## config.mk

```make
export PLATFORM = sky130hd
export DESIGN_NAME = mux_scan_flat
export DESIGN_NICKNAME = d
export VERILOG_FILES = /design/src/rtl/mux_scan_if.sv /design/src/rtl/mux_scan.sv /design/src/flat_wrapper.sv
export SDC_FILE = /design/constraint.sdc
export NUM_CORES = 1
export LEC_CHECK = 0
export ABC_CLOCK_PERIOD_IN_PS = 2800
export BUFFER_PORTS_ARGS = -buffer_cell sky130_fd_sc_hd__buf_2
export CAP_MARGIN = 25
export CORE_ASPECT_RATIO = 0.9
export CORE_MARGIN = 10
export CORE_UTILIZATION = 52
export DETAILED_ROUTE_END_ITERATION = 7
export GPL_ROUTABILITY_DRIVEN = 0
export PLACE_DENSITY = 0.76
export SLEW_MARGIN = 20
export SYNTH_ARGS = -nofsm -noshare
export SYNTH_HDL_FRONTEND = slang
export SYNTH_SLANG_ARGS = --single-unit
```

## constraint.sdc

```tcl
create_clock -name clk -period 2.8 [get_ports clk]
set_clock_uncertainty 0.15 [all_clocks]
set_input_delay 0.42 -clock clk [delete_from_list [all_inputs] [get_ports clk]]
set_output_delay 0.42 -clock clk [all_outputs]
set_load 0.02 [all_outputs]
```

## src/rtl/mux_scan_if.sv

```systemverilog
`default_nettype none
// ============================================================================
//  Module      : mux_scan_if
//  Description : Control, data and handshake bundle for the mux_scan channel
//                selector.
//  Revision    : 1.0
// ============================================================================
interface mux_scan_if #(
   parameter int N_CH  = 4,
   parameter int WIDTH = 1
);
   localparam int SW = (N_CH > 2) ? $clog2(N_CH) : 1;

   logic                  en;
   logic                  mode;
   logic [SW-1:0]         sel;
   logic [N_CH*WIDTH-1:0] din;
   logic                  out_ready;
   logic                  out_valid;
   logic [WIDTH-1:0]      dout;
   logic [SW-1:0]         ch_out;
   logic                  sel_err;

   modport master (
      output en, mode, sel, din, out_ready,
      input  out_valid, dout, ch_out, sel_err
   );

   modport slave (
      input  en, mode, sel, din, out_ready,
      output out_valid, dout, ch_out, sel_err
   );
endinterface
`default_nettype wire

```

## src/rtl/mux_scan.sv

```systemverilog
`default_nettype none
// ============================================================================
//  Module      : mux_scan
//  Description : Registered N-channel sample selector with manual select and
//                dwell-based auto-scan, ready/valid output handshake.
//  Revision    : 1.0
// ============================================================================
module mux_scan #(
   parameter int N_CH  = 4,
   parameter int WIDTH = 1,
   parameter int DWELL = 4
) (
   input  logic         clk,
   input  logic         rst_n,
   mux_scan_if.slave    bus
);
   localparam int         SW         = (N_CH > 2) ? $clog2(N_CH) : 1;
   localparam logic [7:0] DWELL_LAST = 8'(DWELL - 1);

   logic             mode_d;
   logic [SW-1:0]    scan_ch;
   logic [7:0]       dwell_cnt;

   logic             load;
   logic             rise;
   logic             sel_oob;
   logic [SW-1:0]    start_ch;
   logic [SW-1:0]    ptr;
   logic [SW-1:0]    cur;
   logic [SW-1:0]    scan_nxt;
   logic [7:0]       cnt;
   logic [7:0]       dwell_nxt;
   logic [WIDTH-1:0] sample;

   generate
      if ((N_CH & (N_CH - 1)) == 0) begin : g_pow2
         assign sel_oob = 1'b0;
      end else begin : g_oob
         assign sel_oob = ({1'b0, bus.sel} >= (SW + 1)'(N_CH));
      end
   endgenerate

   // On a mode rising edge the capture in that same cycle already uses the
   // reloaded pointer and counts as the first transfer of its dwell.
   always_comb begin
      load      = bus.en && (!bus.out_valid || bus.out_ready);
      rise      = bus.mode && !mode_d;
      start_ch  = sel_oob ? '0 : bus.sel;
      ptr       = rise ? start_ch : scan_ch;
      cnt       = rise ? 8'd0 : dwell_cnt;
      cur       = bus.mode ? ptr : bus.sel;
      scan_nxt  = ptr;
      dwell_nxt = cnt;
      if (load && bus.mode) begin
         if (cnt >= DWELL_LAST) begin
            dwell_nxt = 8'd0;
            scan_nxt  = (ptr == SW'(N_CH - 1)) ? '0 : ptr + SW'(1);
         end else begin
            dwell_nxt = cnt + 8'd1;
         end
      end
   end

   // Out-of-range indices match no channel, so the sample falls back to zero.
   always_comb begin
      sample = '0;
      for (int k = 0; k < N_CH; k++) begin
         if (cur == SW'(k)) begin
            sample = bus.din[k*WIDTH +: WIDTH];
         end
      end
   end

   always_ff @(posedge clk or negedge rst_n) begin
      if (!rst_n) begin
         mode_d        <= 1'b0;
         scan_ch       <= '0;
         dwell_cnt     <= 8'd0;
         bus.out_valid <= 1'b0;
         bus.dout      <= '0;
         bus.ch_out    <= '0;
         bus.sel_err   <= 1'b0;
      end else begin
         mode_d    <= bus.mode;
         scan_ch   <= scan_nxt;
         dwell_cnt <= dwell_nxt;
         if (load) begin
            bus.out_valid <= 1'b1;
            bus.dout      <= sample;
            bus.ch_out    <= cur;
         end else if (bus.out_ready) begin
            bus.out_valid <= 1'b0;
         end
         bus.sel_err <= load && !bus.mode && sel_oob;
      end
   end
endmodule
`default_nettype wire

```

## src/flat_wrapper.sv

```systemverilog
// flat-port wrapper written by rule: the top's interface ports become plain ports
module mux_scan_flat 
#(
   parameter int N_CH  = 4,
   parameter int WIDTH = 1,
   parameter int DWELL = 4
)
  (clk, rst_n, bus_en, bus_mode, bus_sel, bus_din, bus_out_ready, bus_out_valid, bus_dout, bus_ch_out, bus_sel_err);
  mux_scan_if #(.N_CH(N_CH), .WIDTH(WIDTH)) bus_i ();
  input  logic clk;
  input  logic rst_n;
  input wire logic [$bits(bus_i.en)-1:0] bus_en;
  input wire logic [$bits(bus_i.mode)-1:0] bus_mode;
  input wire logic [$bits(bus_i.sel)-1:0] bus_sel;
  input wire logic [$bits(bus_i.din)-1:0] bus_din;
  input wire logic [$bits(bus_i.out_ready)-1:0] bus_out_ready;
  output wire logic [$bits(bus_i.out_valid)-1:0] bus_out_valid;
  output wire logic [$bits(bus_i.dout)-1:0] bus_dout;
  output wire logic [$bits(bus_i.ch_out)-1:0] bus_ch_out;
  output wire logic [$bits(bus_i.sel_err)-1:0] bus_sel_err;
  assign bus_i.en = bus_en;
  assign bus_i.mode = bus_mode;
  assign bus_i.sel = bus_sel;
  assign bus_i.din = bus_din;
  assign bus_i.out_ready = bus_out_ready;
  assign bus_out_valid = bus_i.out_valid;
  assign bus_dout = bus_i.dout;
  assign bus_ch_out = bus_i.ch_out;
  assign bus_sel_err = bus_i.sel_err;
  mux_scan #(.N_CH(N_CH), .WIDTH(WIDTH), .DWELL(DWELL)) u_core (.clk(clk), .rst_n(rst_n), .bus(bus_i));
endmodule
```

======== Yosys cells after proc, flatten, opt, wreduce, memory -nomap -nowiden ========
Cells that the tools add are included.
cells by class
  equal/unequal tests ..................... 4
  reduce and logical (&&, ||, !) cells .... 8
  add/sub/neg operators ................... 2
  order comparisons ....................... 1
  muxes and demuxes ....................... 14
operator list
  cell                                                 number
  2-to-1 mux 8 bit                                     3
  2-to-1 mux 2 bit                                     5
  adder 8 x 1 -> 8 bit, second input constant          1
  >= comparator 8 x 2 -> 1 bit, second input constant  1
  equality test 2 bit, second input constant           3
  2-to-1 mux 1 bit                                     6
  logical AND 1 bit                                    3
  adder 2 x 1 -> 2 bit, second input constant          1
  equality test 2 x 1 -> 1 bit, second input constant  1
  zero test 1 bit                                      2
  zero test 2 bit                                      1
  nonzero test 2 bit                                   1
  logical OR 1 bit                                     1
storage, ports and cells
  logic and storage cells ................. 35
  output and inout bits ................... 5
  register bits after elaboration ......... 15
  bits of input ports ..................... 11

======== Longest topological paths before layout ========
Gate-level depths: netlist (run 1).
  word-level depth ........................ 9
  gate-level depth with buffers ........... 8
  mapped depth without buffers ............ 7

======== Worst setup path after synthesis (run 1) ========
OpenSTA, ideal clock, no wires.
  path type ............................... in2reg
  start ................................... input port bus_mode
  end ..................................... register u_core.scan_ch[0]
  data required time ...................... 2,510 ps
  stages .................................. 8
  setup time .............................. 140 ps
  path slack .............................. 675 ps
  buffers on the path ..................... 1
  arrival time ............................ 1,835 ps
  cell sequence ........................... nand2b_1 > clkbuf_1 > and2_1 > ha_1 > inv_1 > o31a_1 > nor3_1 > a31oi_1
between the ends
  word-level cells in the longest chain between the ends .. 6
  elaborated cells on any way between the ends .. 10
  classes of those cells .................. 1 x add/sub; 1 x order compare; 1 x eq/ne; 5 x mux; 2 x reduce/logical
ends and longest elaborated chain
  what                                                                                  RTL line            source
  start: declaration                                                                    flat_wrapper.sv:13  input wire logic [$bits(bus_i.mode)-1:0] bus_mode;
  parallel branches: the longest is 5 deep, another holds >= comparator 8 x 2 -> 1 bit  -
  2-to-1 mux 2 bit (*)                                                                  mux_scan.sv:54      if (load && bus.mode) begin
  named net u_core.scan_nxt[0]                                                          mux_scan.sv:30      logic [SW-1:0] scan_nxt;
  end signal: assignment                                                                mux_scan.sv:85      scan_ch <= scan_nxt;
  end: declaration                                                                      mux_scan.sv:21      logic [SW-1:0] scan_ch;
Mark *: on every way through the listed nets, which the timed path passes.
A chain may end at the register's enable or synchronous reset.

======== Final worst setup path (run 1) ========
  start ................................... register u_core.mode_d
  end ..................................... register u_core.scan_ch[0]
between the ends
  word-level cells in the longest chain between the ends .. 7
  elaborated cells on any way between the ends .. 10
  classes of those cells .................. 1 x add/sub; 1 x order compare; 1 x eq/ne; 5 x mux; 2 x reduce/logical
ends and longest elaborated chain
  what                                                                                  RTL line        source
  start: declaration                                                                    mux_scan.sv:20  logic mode_d;
  start signal: assignment                                                              mux_scan.sv:84  mode_d <= bus.mode;
  zero test 1 bit (*)                                                                   mux_scan.sv:47  rise = bus.mode && !mode_d;
  logical AND 1 bit (*)                                                                 mux_scan.sv:47
  parallel branches: the longest is 4 deep, another holds >= comparator 8 x 2 -> 1 bit  -
  2-to-1 mux 2 bit (*)                                                                  mux_scan.sv:54
  named net u_core.scan_nxt[0]                                                          mux_scan.sv:30
Marks and branches as above.

==> results by group, run 1 <==
Layout
  • Sequential standard cell area: 375 um^2
  • Total number of nets in the final design: around 110
  • Area overhead of the layout relative to synthesis: 15.0%
  • Number of inserted diodes: 0
  • Final standard cell count with taps included and fillers excluded: between 100 and 150
  • Utilization after layout: 0.635
  • Non-Filler Cell Area, Final: between 900 and 1000 um^2
  • Area taken by multi-input logic gates: 410 um^2
  • Fill cell instance count of the final layout: 128
  • Proportion of layout cells with a drive suffix above 1: 0.260

STA
  • Minimum clock period after layout: roughly 2.0 ns
  • Final Hold Viols: 0
  • Final worst path period share: 0.719
  • Setup_tns: 0 ns
  • RSZ-0062 raised after global routing: false
  • Number of max-slew violations in the final report: 0
  • F_max: between 400 and 500 MHz
  • Number of setup violations in the final report: 0

Setup path
  • Data arrival, critical path: roughly 2.0 ns
  • CP max-delay cell: dfrtp_1
  • Chain of cells forming the critical path: nand2b_1 -> buf_4 -> and2_1 -> ha_1 -> inv_1 -> o31a_1 -> nor3_1 -> a31oi_1
  • Capturing element type of the critical path: flip-flop
  • Number of buffers and inverters on the critical path: 2
  • Crit-path leading delay family: simple AND/OR/NAND/NOR gates
  • Critical Setup Path Class: reg2reg
  • Worst-path fanout max: 14
  • Startpoint types: flip-flop
  • Peak per-stage delay on the critical path: approximately 0.35 ns
  • Data required time at the worst endpoint: ~2.8 ns

GRT
  • First-pass GRT wire length: around 3200 um
  • Global Route Usage Sum: 0.116
  • Number of global-route vias before repair: 713
  • Total congestion overflow after global routing: 0
  • Initial antenna violation count: 0
  • Pin count of the biggest net entering global routing: 16

Pwr
  • Power density cells: 492 nW/um^2
  • Peak ir drop on the vdd network: 0.000393 V
  • Static Leakage: about 0.44 nW

Logic synthesis
  • Sequential fraction of the synthesis area: 0.464
  • Most repeated cell in the gate-level netlist after synthesis: dfrtp_1
  • Cell count after synthesis: between 80 and 90
  • Fraction of post-synthesis cell area in the top cell type by area: 0.464
  • Number of warnings issued by yosys: 0
  • Most instantiated flip-flop cell in the synthesis netlist: dfrtp_1
  • EDFF count, synth: 0
  • Cell taking the most area after synthesis: dfrtp_1
  • Largest cells by area after synthesis: dfrtp_1 (46%), mux2i_1 (5.0%), nand2_1 (4.6%)
  • FFs w/ async S/R, synth: 1.00
  • Synthesized area per cell: a little under 10 um^2
  • Number of nets produced by synthesis: 94
  • Post-synth cell types: 35
  • Top post-synthesis cells by count: dfrtp_1 (15), nand2_1 (10), nor2_1 (7)
  • Mapped Area: 808 um^2
  • Number of synthesized register bits: 15

Clock tree
  • TritonCTS clock tree: done
  • Clk Tree Root Cell: clkbuf_4
  • Buffers inserted during post-CTS setup optimization: 0
  • Worst-skew pair later-pin latency: around 0.28 ns
  • Deepest level of the CTS H-tree: 1
  • Clock-pin slew reported for the worst setup and hold paths after clock tree synthesis: around 0.09 ns
  • Max clock buf depth: 2
  • Number of sinks on the clock net: 15
  • Number of buffers created by CTS: 3

Status
  • Outcome: completed

Drt
  • Number of DRC markers after the initial detailed-route iteration: 10
  • Total via count after detailed routing: between 600 and 700
  • TritonRoute pass-1 iters: 4
  • Wire length reported by the detailed router: between 1500 and 2000 um
  • Mean number of vias per cell: between 5 and 6
  • Routed length per placed instance: between 15 and 20 um
  • Count of antenna-violating nets left after detailed routing: 0
  • Remaining routing DRC violations: 0

Worst hold path
  • Hold/Removal Path Class: in2reg

Floorplan
  • Site Rows: 13
  • Num ports: 16
  • Floorplan die area: about 3500 um^2
  • Chip width: about 60 um
  • Core Region: 1460 um^2
  • Height of the die: ~57 um
  • Starting density of the core: 0.552

Placement
  • Inst Count DP: 110
  • DP HPWL: around 1300 um
  • Port Buffers: 14
  • Placed inst area: between 800 and 900 um^2

Job
  • # Max-Cap Violations: 0
-- worst reg2reg max path: stages (launching register included) --
cell and delay [ns]:
dfrtp_1 0.35, nand2b_1 0.10, buf_4 0.19, and2_1 0.15
ha_1 0.32, inv_1 0.10, o31a_1 0.30, nor3_1 0.18
a31oi_1 0.06
-- power by group --
group | switching [mW] | total [mW] | internal [mW]
registers | 0.0113 | 0.245 | 0.234
clock network | 0.0659 | 0.121 | 0.0553
logic | 0.0545 | 0.0914 | 0.0369
-- logic make-up after synthesis --
group                    synth area share
flip-flops                          0.464
AND/OR/NAND/NOR                     0.268
buffers and inverters              0.0279
AO/OA/AOI/OAI                       0.170
adder cells (fa/ha/maj)            0.0155
multiplexers                       0.0495
other                             0.00464
-- final timing paths --
| kind | end | start | slack [ns] | cells past startpoint |
|---|---|---|---|---|
| max | u_core.scan_ch[0] | u_core.mode_d | 0.79 | 8 |
| min | u_core.mode_d | bus_mode | 0.15 | 1 |
| min in group asynchronous | u_core.bus.ch_out[1] | rst_n | 0.42 | 2 |
| min reg2reg | u_core.bus.ch_out[0] | u_core.bus.ch_out[0] | 0.33 | 2 |
| max in group asynchronous | u_core.dwell_cnt[1] | rst_n | 1.82 | 2 |
| max reg2reg | u_core.scan_ch[0] | u_core.mode_d | 0.79 | 8 |
-- layout make-up --
type / instances / share of cell area
multi-input combinational: 62 / 0.441
sequential: 15 / 0.404
timing repair buffer: 16 / 0.0942
clock buffer: 4 / 0.0283
tap: 15 / 0.0202
inverter: 3 / 0.0121
-- metal layers --
layer | up-vias | global-route usage | wire [um]
li1 | 340 | - | -
met1 | 292 | 0.146 | 798
met2 | 26 | 0.182 | 811
met5 | - | 0 | 0
met4 | 0 | 0.00955 | 12
met3 | 2 | 0.0531 | 145
-- stage by stage --
step | hold WS (ns) | setup slack (ns) | power (mW)
floorplan | -0.0256 | 0.675 | 0.306
global placement | 0.187 | 0.691 | 0.338
detailed placement | 0.190 | 0.631 | 0.340
CTS | 0.143 | 0.797 | 0.463
global route | 0.140 | 0.634 | 0.490
finish | 0.145 | 0.786 | 0.458
-- sequential cells by signal, indices dropped and copies added, names as in the netlist --
name	cells
u_core.dwell_cnt	8
u_core.bus.ch_out	2
u_core.scan_ch	2
u_core.bus.dout	1
u_core.bus.out_valid	1
u_core.mode_d	1
-- cells in the final DEF, fill, tap and decap left out, types with 2 or more instances in the layout --
master | netlist | final
nand2_1 | 10 | 10
nand3_1 | 2 | 2
o21ai_0 | 2 | 2
mux2i_1 | 4 | 4
and2_1 | 3 | 3
dfrtp_1 | 15 | 15
nor3_1 | 2 | 2
nor2_1 | 7 | 7
nor4_1 | 3 | 3
and3_1 | 2 | 2
o31a_1 | 2 | 2
clkbuf_4 | 0 | 3
inv_1 | 3 | 3
buf_2 | 0 | 14
or3_4 | 2 | 2
a31oi_1 | 4 | 4
-- timing repair --
item | 4_1_cts | 5_1_grt
resized for setup | 0 | 0
endpoints found under the hold margin | 15 | 0
hold buffers | 1 | 0
No activity file was read; power rests on OpenSTA's default activity.
==> run 2: changes to the inputs <==
Settings changed: ABC_CLOCK_PERIOD_IN_PS 2800 to 1800, CORE_UTILIZATION 52 to 47, PLACE_DENSITY 0.76 to 0.72.
Clock period 2.8 ns to 1.8 ns, I/O delays scaled along.
==> results by group, run 2 (synthesized netlist as in run 1, its figures left out) <==
Pwr
  • Total power of the final layout: between 0.7 and 0.8 mW
  • Static Leakage: ~0.45 nW
  • Peak ir drop on the vdd network: 0.000558 V
  • Portion of total power attributed to the clock network: 0.262
  • Design internal power: between 0.5 and 0.6 mW
  • Switching portion of total power: 0.293
  • Power density cells: 749 nW/um^2
  • Share of power burned in combinational logic: 0.214
  • Proportion of power drawn by flip-flops and latches: 0.523
  • Net switching power figure: 0.214 mW

Job
  • # Max-Cap Violations: 0

Clock tree
  • Number of buffers created by CTS: 3
  • Clk Tree Root Cell: clkbuf_4
  • Worst-skew pair later-pin latency: around 0.29 ns
  • Clock-pin slew reported for the worst setup and hold paths after clock tree synthesis: 0.09 ns
  • TritonCTS clock tree: done
  • Max clock buf depth: 2
  • Buffers inserted during post-CTS setup optimization: 0
  • Deepest level of the CTS H-tree: 1
  • Number of sinks on the clock net: 15

Setup path
  • Startpoint types: flip-flop
  • Data required time at the worst endpoint: 1.87 ns
  • Data arrival, critical path: around 1.8 ns
  • Beginning of the worst register-to-register path: u_core.mode_d
  • Critical Setup Path Class: reg2reg
  • Capturing element type of the critical path: flip-flop
  • Worst setup path startpoint: u_core.mode_d
  • Worst-path fanout max: 7

Floorplan
  • Num ports: 16
  • Floorplan die area: 3780 um^2
  • Height of the die: 59.3 um
  • Starting density of the core: 0.491
  • Site Rows: 14
  • Chip width: approximately 64 um
  • Core Region: 1650 um^2

GRT
  • Initial antenna violation count: 0
  • First-pass GRT wire length: between 3000 and 4000 um
  • Pin count of the biggest net entering global routing: 16
  • Total congestion overflow after global routing: 0
  • Global Route Usage Sum: 0.105
  • Number of global-route vias before repair: 691

Layout
  • Registers with the highest flip-flop counts: u_core.dwell_cnt: 8 flops, u_core.bus.ch_out: 2 flops, u_core.scan_ch: 2 flops
  • Max reg flops: 8
  • Commonest non-fill, non-tap cell in the layout: dfrtp_1
  • Total number of nets in the final design: 114
  • Top reg by flops: u_core.dwell_cnt
  • Proportion of layout cells with a drive suffix above 1: 0.297
  • Utilization after layout: 0.593
  • Commonest non-fill, non-tap cells in the layout: dfrtp_1 (15), buf_2 (14), nand2_1 (10), nor2_1 (7)
  • Area overhead of the layout relative to synthesis: 20.7%
  • Fill cell instance count of the final layout: about 160
  • Number of inserted diodes: 0

STA
  • Minimum clock period after layout: approximately 1.7 ns
  • RSZ-0062 raised after global routing: false
  • Number of max-slew violations in the final report: 0
  • Number of setup violations in the final report: 0
  • Final worst path period share: 0.949
  • F_max: 586 MHz
  • Setup_tns: 0 ns
  • Final Hold Viols: 0
  • Minimum hold slack: 0.0808 ns

Drt
  • Remaining routing DRC violations: 0
  • Count of antenna-violating nets left after detailed routing: 0
  • Number of DRC markers after the initial detailed-route iteration: 7
  • Total via count after detailed routing: ~690
  • Wire length reported by the detailed router: roughly 1900 um
  • TritonRoute pass-1 iters: 4
  • Mean number of vias per cell: roughly 5.5
  • Routed length per placed instance: around 15 um

Worst hold path
  • HP Start: bus_en
  • Hold/Removal Path Class: in2reg

Status
  • Outcome: completed

Placement
  • Port Buffers: 14
  • DP HPWL: 1440 um
==> run 2: cell types whose count changed in the layout (fill, tap and decap cells not counted) <==
| cell | before | now |
|---|---|---|
| ha_4 | 0 | 1 |
| dlygate4sd3_1 | 1 | 2 |
| nand2b_1 | 1 | 0 |
| nand2b_4 | 0 | 1 |
| and2_4 | 0 | 2 |
| ha_1 | 1 | 0 |
| and2_1 | 3 | 1 |
==> run 2: worst paths after layout <==
path                                        end  depth (start not counted)  slack [ns]
max                           u_core.scan_ch[0]                          6        0.09
min                        u_core.bus.out_valid                          2        0.08
max reg2reg                   u_core.scan_ch[0]                          6        0.09
min reg2reg                u_core.bus.ch_out[0]                          2        0.33
max in group asynchronous       u_core.bus.dout                          2        0.98
min in group asynchronous  u_core.bus.ch_out[1]                          2        0.25
==> run 2: power groups by stage <==
| stage | Clock [mW] | Sequential, mW | Combinational (mW) |
|---|---|---|---|
| 6_report | 0.192 | 0.383 | 0.157 |
| 3_3_place_gp | 0 | 0.387 | 0.149 |
| 3_5_place_dp | 0 | 0.389 | 0.153 |
| 4_1_cts | 0.196 | 0.382 | 0.154 |
| 5_1_grt | 0.215 | 0.387 | 0.172 |
| 2_1_floorplan | 0 | 0.402 | 0.0839 |
==> run 2: critical path, cell delays in order (launching register included) <==
cell	delay, ns
dfrtp_1	0.37
nand2b_4	0.16
and2_4	0.16
ha_4	0.17
a211oi_4	0.05
or3_2	0.41
a31oi_1	0.16
==> run 2: layout make-up <==
type / count / area, um^2 / share of cell area
multi-input cells: 62 / 435 / 0.446
repair buffers: 17 / 97.6 / 0.100
flip-flops and latches: 15 / 375 / 0.385
clock buffers: 4 / 26.3 / 0.0269
inverters: 3 / 11.3 / 0.0115
well taps: 24 / 30.0 / 0.0308
==> run 2: through the flow <==
step	instances	setup slack [ns]	cell area, um^2
final	125	0.0926	976
after global routing	125	0.0181	976
after CTS	124	0.0729	963
after detailed placement	119	0.0705	927
after global placement	119	0.118	927
after floorplan	82	0.00180	835
==> run 2: timing repair <==
action                                  in CTS  in global routing
endpoints found under the setup margin       0                  1
resized for setup                            0                  1
endpoints found under the hold margin       15                  1
hold buffers                                 1                  1
==> run 2: per-layer routing <==
layer  track usage  share of wire  wire length (um)
met3        0.0435          0.049                92
met2         0.176           0.48               886
met4        0.0405          0.014                26
met5             0              0                 0
met1         0.116           0.46               854
==> run 3: changes to the inputs <==
Settings changed: CELL_PAD_IN_SITES_DETAIL_PLACEMENT from default to 1, CELL_PAD_IN_SITES_GLOBAL_PLACEMENT from default to 1, CORE_UTILIZATION 47 to 36, PLACE_DENSITY 0.72 to default, PLACE_DENSITY_LB_ADDON from default to 0.1.
==> results by group, run 3 (synthesized netlist as in run 1, its figures left out) <==
STA
  • Number of max-slew violations in the final report: 0
  • F_max: between 500 and 600 MHz
  • Setup_tns: 0 ns
  • Final worst path period share: 0.963
  • Minimum hold slack: between 0.07 and 0.08 ns
  • Final Hold Viols: 0
  • Minimum clock period after layout: around 1.7 ns
  • Number of setup violations in the final report: 0

Pwr
  • Power density cells: roughly 760 nW/um^2
  • Switching portion of total power: 0.314
  • Share of power burned in combinational logic: 0.212
  • Proportion of power drawn by flip-flops and latches: 0.506
  • Portion of total power attributed to the clock network: 0.282
  • Static Leakage: about 0.45 nW
  • Peak ir drop on the vdd network: a little over 0.0005 V
  • Net switching power figure: approximately 0.24 mW
  • Design internal power: ~0.52 mW

Layout
  • Commonest non-fill, non-tap cell in the layout: dfrtp_1
  • Max reg flops: 8
  • Utilization after layout: 0.459
  • Final standard cell count with taps included and fillers excluded: around 130
  • Number of inserted diodes: 0
  • Fill cell instance count of the final layout: about 250
  • Proportion of layout cells with a drive suffix above 1: 0.314
  • Area taken by multi-input logic gates: 440 um^2
  • Total number of nets in the final design: 115
  • Sequential standard cell area: around 380 um^2
  • Commonest non-fill, non-tap cells in the layout: dfrtp_1 (15), buf_2 (14), nand2_1 (10), nor2_1 (7)
  • Area overhead of the layout relative to synthesis: 22.8%
  • Registers with the highest flip-flop counts: u_core.dwell_cnt: 8 flops, u_core.bus.ch_out: 2 flops, u_core.scan_ch: 2 flops
  • Top reg by flops: u_core.dwell_cnt

GRT
  • Global Route Usage Sum: 0.0958
  • Initial antenna violation count: 0
  • Total congestion overflow after global routing: 0
  • Number of global-route vias before repair: between 700 and 800
  • Pin count of the biggest net entering global routing: 16
  • First-pass GRT wire length: 3510 um

Setup path
  • FF-to-FF End: u_core.scan_ch[1]
  • Beginning of the worst register-to-register path: u_core.mode_d
  • Worst-path fanout max: 7
  • Critical Setup Path Class: reg2reg
  • Reg2Reg Depth: 7
  • Capturing element type of the critical path: flip-flop
  • Minimum setup slack among reg-to-reg paths: about 0.066 ns
  • Startpoint types: flip-flop
  • Data arrival, critical path: around 1.8 ns
  • Data required time at the worst endpoint: 1.84 ns

Worst hold path
  • Worst Hold Endpoint: u_core.bus.out_valid
  • Hold depth: 2
  • Hold/Removal Path Class: in2reg
  • HP Start: bus_en

Drt
  • Met3 Wirelength: between 90 and 100 um
  • Remaining routing DRC violations: 0
  • Metal-1 WL: between 900 and 1000 um
  • Count of antenna-violating nets left after detailed routing: 0
  • Mean number of vias per cell: approximately 5.4
  • Uppermost layer routed: met4
  • Total via count after detailed routing: approximately 700
  • Routed length per placed instance: roughly 16 um
  • Number of DRC markers after the initial detailed-route iteration: 36
  • TritonRoute pass-1 iters: 4
  • Wire length reported by the detailed router: approximately 2100 um
  • Met2 wire len: between 900 and 1000 um

Floorplan
  • Num ports: 16
  • Floorplan die area: about 4500 um^2
  • Chip width: 69.9 um
  • Core Region: about 2200 um^2
  • Starting density of the core: 0.374
  • Site Rows: 16
  • Height of the die: ~65 um

Placement
  • Port Buffers: 14
  • Inst Count DP: approximately 120
  • DP HPWL: roughly 1600 um

Clock tree
  • Worst-skew pair later-pin latency: ~0.30 ns
  • Number of buffers created by CTS: 3
  • Number of sinks on the clock net: 15
  • Deepest level of the CTS H-tree: 1
  • TritonCTS clock tree: done
  • Clk Tree Root Cell: clkbuf_4
  • Max clock buf depth: 2
  • Clock-pin slew reported for the worst setup and hold paths after clock tree synthesis: 0.10 ns

Status
  • Outcome: completed

Job
  • # Max-Cap Violations: 0
[run 3: cell types whose count changed in the layout (fill, tap and decap cells not counted), sizes merged]
cell  previous run  this run
buf             15        16
[run 3: stage by stage]
| stage | setup slack, ns | cell area, um^2 | total power, mW |
|---|---|---|---|
| after floorplan | 0.00180 | 835 | 0.486 |
| after global placement | 0.0675 | 931 | 0.539 |
| after detailed placement | 0.0175 | 931 | 0.543 |
| after CTS | 0.0222 | 977 | 0.757 |
| after global routing | -0.00235 | 992 | 0.795 |
| final | 0.0660 | 992 | 0.756 |
[run 3: worst max path at each step]
stage | from | endpoint | cells after the start
floorplan | u_core.mode_d | u_core.scan_ch[0] | 7
finish | u_core.mode_d | u_core.scan_ch[1] | 7
detailed placement | bus_mode | u_core.scan_ch[1] | 8
global placement | bus_mode | u_core.scan_ch[1] | 8
CTS | u_core.mode_d | u_core.scan_ch[1] | 7
global route | u_core.mode_d | u_core.scan_ch[0] | 6
[run 3: layout make-up]
| class | count | share of cell area |
|---|---|---|
| tap | 27 | 0.0340 |
| timing repair buffer | 18 | 0.106 |
| multi-input combinational | 62 | 0.444 |
| inverter | 3 | 0.0113 |
| clock buffer | 4 | 0.0265 |
| sequential | 15 | 0.378 |
[run 3: critical path: stages, from the launching register on]
cell and delay, ns:
dfrtp_1 0.37, nand2b_4 0.16, and2_4 0.16, ha_4 0.17, nand2_1 0.08, o31a_1 0.26, nor3_2 0.21, a31oi_1 0.07
[run 3: power by group through the flow]
stage | registers [mW] | clock network (mW) | logic [mW]
6_report | 0.383 | 0.213 | 0.160
3_3_place_gp | 0.388 | 0 | 0.151
3_5_place_dp | 0.390 | 0 | 0.154
4_1_cts | 0.383 | 0.216 | 0.159
5_1_grt | 0.387 | 0.228 | 0.179
2_1_floorplan | 0.402 | 0 | 0.0839
[run 3: per-layer routing]
layer | vias up | global-route usage
li1 | 336 | -
met1 | 343 | 0.116
met2 | 14 | 0.150
met3 | 5 | 0.0228
met4 | 0 | 0.0591
met5 | - | 0
[run 3: what timing repair did]
item | 4_1_cts | 5_1_grt
gates resized for setup | 0 | 2
hold buffers | 2 | 0
setup endpoints to repair | 0 | 2
endpoints found under the hold margin | 16 | 0
buffers inserted | 0 | 1
